===== src/rtl/bcd2bin_seq.sv =====
// Sequential three-digit BCD to signed binary converter using reverse double-dabble.
// One iteration per clock; the result and error flag are registered and held until the next request.
module bcd2bin_seq (
  input  logic               clk,
  input  logic               rst,
  input  logic               start,
  input  logic [11:0]        bcd,
  input  logic               negative,
  output logic signed [10:0] binary,
  output logic               busy,
  output logic               done,
  output logic               error
);

  typedef enum logic [1:0] {IDLE, SHIFT, DONE} state_t;

  state_t             r_state;
  state_t             w_next;
  logic [11:0]        r_bcd;
  logic [9:0]         r_bin;
  logic               r_neg;
  logic [3:0]         r_cnt;
  logic signed [10:0] r_binary;
  logic               r_error;
  logic [21:0]        w_step;
  logic               w_bad;
  logic               w_last;

  function automatic logic digits_bad(input logic [11:0] b);
    return (b[11:8] > 4'd9) || (b[7:4] > 4'd9) || (b[3:0] > 4'd9);
  endfunction

  // Shift right, then pull each BCD digit that reached 8 or more back down by 3.
  function automatic logic [21:0] dabble_step(input logic [21:0] v);
    logic [21:0] s;
    s = v >> 1;
    for (int d = 0; d < 3; d++) begin
      if (s[13 + 4*d]) s[10 + 4*d +: 4] = s[10 + 4*d +: 4] - 4'd3;
    end
    return s;
  endfunction

  function automatic logic signed [10:0] apply_sign(input logic [9:0] mag, input logic neg);
    logic signed [10:0] m;
    m = signed'({1'b0, mag});
    return neg ? -m : m;
  endfunction

  assign w_step = dabble_step({r_bcd, r_bin});
  assign w_bad  = digits_bad(bcd);
  assign w_last = (r_cnt == 4'd9);

  always_ff @(posedge clk or posedge rst) begin
    if (rst) r_state <= IDLE;
    else     r_state <= w_next;
  end

  always_comb begin
    w_next = r_state;
    busy   = 1'b0;
    done   = 1'b0;
    case (r_state)
      IDLE:    if (start) w_next = w_bad ? DONE : SHIFT;
      SHIFT: begin
        busy = 1'b1;
        if (w_last) w_next = DONE;
      end
      DONE: begin
        done   = 1'b1;
        w_next = IDLE;
      end
      default: w_next = IDLE;
    endcase
  end

  // The final iteration and the DONE entry share one edge, so the result comes from w_step.
  always_ff @(posedge clk or posedge rst) begin
    if (rst) begin
      r_bcd    <= '0;
      r_bin    <= '0;
      r_neg    <= 1'b0;
      r_cnt    <= '0;
      r_binary <= '0;
      r_error  <= 1'b0;
    end else begin
      case (r_state)
        IDLE: if (start) begin
          r_bcd <= bcd;
          r_bin <= '0;
          r_neg <= negative;
          r_cnt <= '0;
          if (w_bad) begin
            r_error  <= 1'b1;
            r_binary <= '0;
          end else begin
            r_error  <= 1'b0;
          end
        end
        SHIFT: begin
          {r_bcd, r_bin} <= w_step;
          r_cnt          <= r_cnt + 4'd1;
          if (w_last) r_binary <= apply_sign(w_step[9:0], r_neg);
        end
        default: ;
      endcase
    end
  end

  assign binary = r_binary;
  assign error  = r_error;

endmodule


===== config.mk =====
export PLATFORM = sky130hd
export DESIGN_NAME = bcd2bin_seq
export DESIGN_NICKNAME = d
export VERILOG_FILES = /design/src/rtl/bcd2bin_seq.sv
export SDC_FILE = /design/constraint.sdc
export NUM_CORES = 1
export LEC_CHECK = 0
export ABC_CLOCK_PERIOD_IN_PS = 1830
export CORE_UTILIZATION = 55
export CTS_BUF_LIST = sky130_fd_sc_hd__clkbuf_8
export DETAILED_ROUTE_END_ITERATION = 8
export MAX_ROUTING_LAYER = met4
export PLACE_DENSITY = 0.81
export RECOVER_POWER = 50
export SLEW_MARGIN = 20
export SYNTH_ARGS = -nofsm -noshare
export SYNTH_HDL_FRONTEND = slang
export SYNTH_SLANG_ARGS = --single-unit

===== constraint.sdc =====
create_clock -name clk -period 1.83 [get_ports clk]
set_input_delay 0.366 -clock clk [delete_from_list [all_inputs] [get_ports clk]]
set_output_delay 0.366 -clock clk [all_outputs]
set_load 0.02 [all_outputs]

==> results.sh <==
export IMPL_drtIter0Drc=97
export IMPL_vias_in_the_first_global_route=1724
export IMPL_global_route_wire_length_before_repair_mm=7.72
export IMPL_r2r_end="binary[10]"
export IMPL_maximum_number_of_pins_on_one_net_before_global_route_repair=41
export IMPL_post_cts_setup_buffer_count=0
export IMPL_worstHoldPathType="register to register"
export IMPL_timing_fmax_ghz=0.579
export IMPL_max_slew_margin_pct=34.4
export IMPL_run_status="finished, final reports clean"
export IMPL_synth_nets=223
export IMPL_clock_latency_ns=0.30
export IMPL_routed_via_count=1643
export IMPL_htree_levels=2
export IMPL_period_share_pct=94.4
export IMPL_cellLeakagePower_nw=1.19
export IMPL_stdcell_area_sq_um=2600
export IMPL_post_synth_inst_count=202
export IMPL_share_of_layout_cells_above_drive_strength_1_pct=15.9
export IMPL_setup_slack_ns=0.103
export IMPL_synth_top_area_share_pct=48.3
export IMPL_cts_buffers=5
export IMPL_timing_rr_start="r_bin[5]"
export IMPL_fp_row_count=21
export IMPL_initial_utilization_pct=59.8
export IMPL_criticalPathCategory="register to register"
export IMPL_fillers=261
export IMPL_min_to="binary[9]"
export IMPL_nets=265
export IMPL_wl_mm=4.50
export IMPL_cts_root_buffer_cell="clkbuf_8"
export IMPL_syn_cell_area_sq_um=2070
export IMPL_fin_skew_ns=0.00797
export IMPL_viasPerCell=5.65
export IMPL_timing_max_transition_violations_final=0
export IMPL_max_vdd_ir_drop_v=0.000954
export IMPL_layout_area_overhead_vs_synth_pct=25.3
export IMPL_antenna_cells_inserted=0
export IMPL_core_region_area_sq_um=3470
export IMPL_synth_top_cells_by_area="dfrtp_1 48%, o21ai_0 6.3%, nand2_1 4.9%"
export IMPL_synth_top_cell_by_area="dfrtp_1"
export IMPL_critical_path_required_ns=2.01
export IMPL_clkSinkCount=40
export IMPL_grt_overflow_total=0
export IMPL_number_of_max_capacitance_violations_reported=0
export IMPL_clkTransAtPathRegs_ns=0.08
export IMPL_cts_buffer_depth=2
export IMPL_dp_worst_setup_slack_ns=-0.185
export IMPL_yosys_warnings=0
export IMPL_dieArea_sq_um=4020
export IMPL_setup_reg_to_reg_worst_slack_ns=0.10
export IMPL_grt_antenna_before_repair=0
export IMPL_boundaryPins=30
export IMPL_max_slew_worst_pin_slew_ns=0.984
export IMPL_finalSetupViolations=0
export IMPL_die_width_um=63.4
export IMPL_hp_start="binary[9]"
export IMPL_power_per_cell_area_nw_per_um2=1550
export IMPL_cp_data_arrival_time_ns=1.91
export IMPL_utilization_of_the_core_after_routing_pct=75.0
export IMPL_syn_mean_instance_area_sq_um=10.3
export IMPL_rr_worst_depth=4
export IMPL_holdPathStages=1
export IMPL_critPathLaunchType="register"
export IMPL_rsz0062_at_grt="no"
export IMPL_die_height_um=63.4
export IMPL_grt_total_usage_pct=26.2
export IMPL_gp_congestion=0.806
export IMPL_tritoncts="yes"
export IMPL_synth_seq_area_share_pct=48.3
export IMPL_place_detailed_hpwl_mm=3.27
export IMPL_worstPathMaxFanout=6
export IMPL_setup_worst_path_end_class="register"
export IMPL_total_power_mw=4.02
export IMPL_period_needed_ns=1.73
export IMPL_drc_errors=0
export IMPL_ant_nets=0
export IMPL_ys_types=38
export IMPL_route_detailed_wl_per_inst_um=15.5
export IMPL_placed_cell_area_sq_um=2510
export IMPL_drtPass1Iterations=4
export IMPL_finalHoldViolations=0
export IMPL_postSynthRegisterBits=40
export IMPL_total_of_buffers_placed_on_input_and_output_ports=29
## cell usage after synthesis
library cell and count:
a21oi_1 2, a221o_1 4, and2_1 2, and3b_1 1, buf_1 1, buf_2 5, buf_6 1, clkbuf_1 4
clkinv_4 1, dfrtp_1 40, ha_1 5, inv_1 6, mux2_1 1, mux2_2 1, mux2_4 5, mux2i_1 9
nand2_1 27, nand2b_1 6, nand3_1 7, nand4_1 2, nor2_1 10, nor2b_1 2, nor3_1 1, nor3b_1 2
nor4_1 1, o21a_1 1, o21ai_0 26, o21ai_1 1, o21bai_4 1, o22ai_1 1, o2bb2ai_1 4, o31ai_1 2
o41ai_2 3, or2_2 1, or3_1 4, or3b_1 1, xnor2_1 4, xor2_1 7
## how the worst max path moves through the flow
stage / to / cells after the start / slack (ns) / start
after floorplan: binary[0] / 7 / 0.18 / r_state[0]
after global placement: binary[5] / 6 / -0.15 / bcd[2]
after detailed placement: binary[5] / 6 / -0.18 / bcd[2]
after CTS: busy / 3 / 0.09 / r_state[1]
after global routing: binary[10] / 4 / 0.02 / r_bin[5]
final: binary[10] / 4 / 0.10 / r_bin[5]
## cell type report
| class | count | area, sq um | share of cell area, % |
|---|---|---|---|
| Sequential cell | 40 | 1000 | 38.5 |
| Multi-Input combinational cell | 144 | 995 | 38.3 |
| Timing Repair Buffer | 46 | 423 | 16.3 |
| Clock buffer | 6 | 82.6 | 3.18 |
| Tap cell | 46 | 57.6 | 2.21 |
| Inverter | 7 | 31.3 | 1.20 |
| Clock inverter | 2 | 10.0 | 0.385 |
## flip-flops by register name (all words and copies together) (netlist names)
signal,cells
r_state,2
error,1
r_bin,9
binary,11
r_cnt,4
r_bcd,12
r_neg,1
## report_power, final
group	total (mW)	switching [mW]	leakage, nW	internal [mW]
Combinational	1.90	0.991	0.612	0.906
Sequential	1.50	0.310	0.526	1.19
Clock	0.616	0.315	0.0510	0.301
## cells by family after synthesis
logic type | count (synthesis) | share of synthesized area, %
compound gates | 45 | 15.3
xor+xnor | 11 | 4.64
mux | 16 | 9.05
buf+inv | 18 | 4.16
fa+ha+maj | 5 | 3.02
simple gates | 67 | 15.6
flops | 40 | 48.3
## critical path, stage by stage (launching register included)
cell and delay (ns):
dfrtp_1 0.42, or3_1 0.49, nor4_1 0.33, nor3_1 0.09, mux2_4 0.28
## routing by layer
layer / global-route usage, % / share of wire (%)
met1: 27.5 / 41
met2: 44.7 / 53
met3: 7.43 / 3.7
met4: 13.4 / 1.7
met5: - / 0
## timing repair
| action | 4_1_cts | 5_1_grt |
|---|---|---|
| endpoints found under the setup margin | 2 | 1 |
| endpoints found under the hold margin | 0 | 0 |
| gates resized for setup | 2 | 1 |
| gates cloned | 0 | 0 |
| hold buffers | 0 | 0 |
## stage by stage
stage	TNS [ns]	std cells	hold WS [ns]
after floorplan	0	202	0.449
after global placement	-1.24	283	0.469
after detailed placement	-1.87	283	0.478
after CTS	0	291	0.494
after global routing	0	291	0.522
final	0	291	0.499
## cells in the final DEF (no fill, tap or decap), types with 2 or more instances in the layout
cell / n
clkbuf_8: 6
and2_1: 2
a21oi_1: 2
or3_1: 4
dfrtp_1: 40
nor2b_1: 2
nand4_1: 2
clkdlybuf4s50_1: 26
ha_1: 5
clkbuf_2: 2
nand2_1: 27
o2bb2ai_1: 4
o31ai_1: 2
nor2_1: 9
o21ai_0: 26
nand2b_1: 6
mux2_4: 5
clkinv_2: 2
dlygate4sd2_1: 2
mux2i_1: 9
xnor2_1: 4
xor2_1: 7
buf_4: 14
o41ai_2: 3
a221o_1: 4
nand3_1: 7
inv_1: 6
No activity file was read; power rests on OpenSTA's default activity.
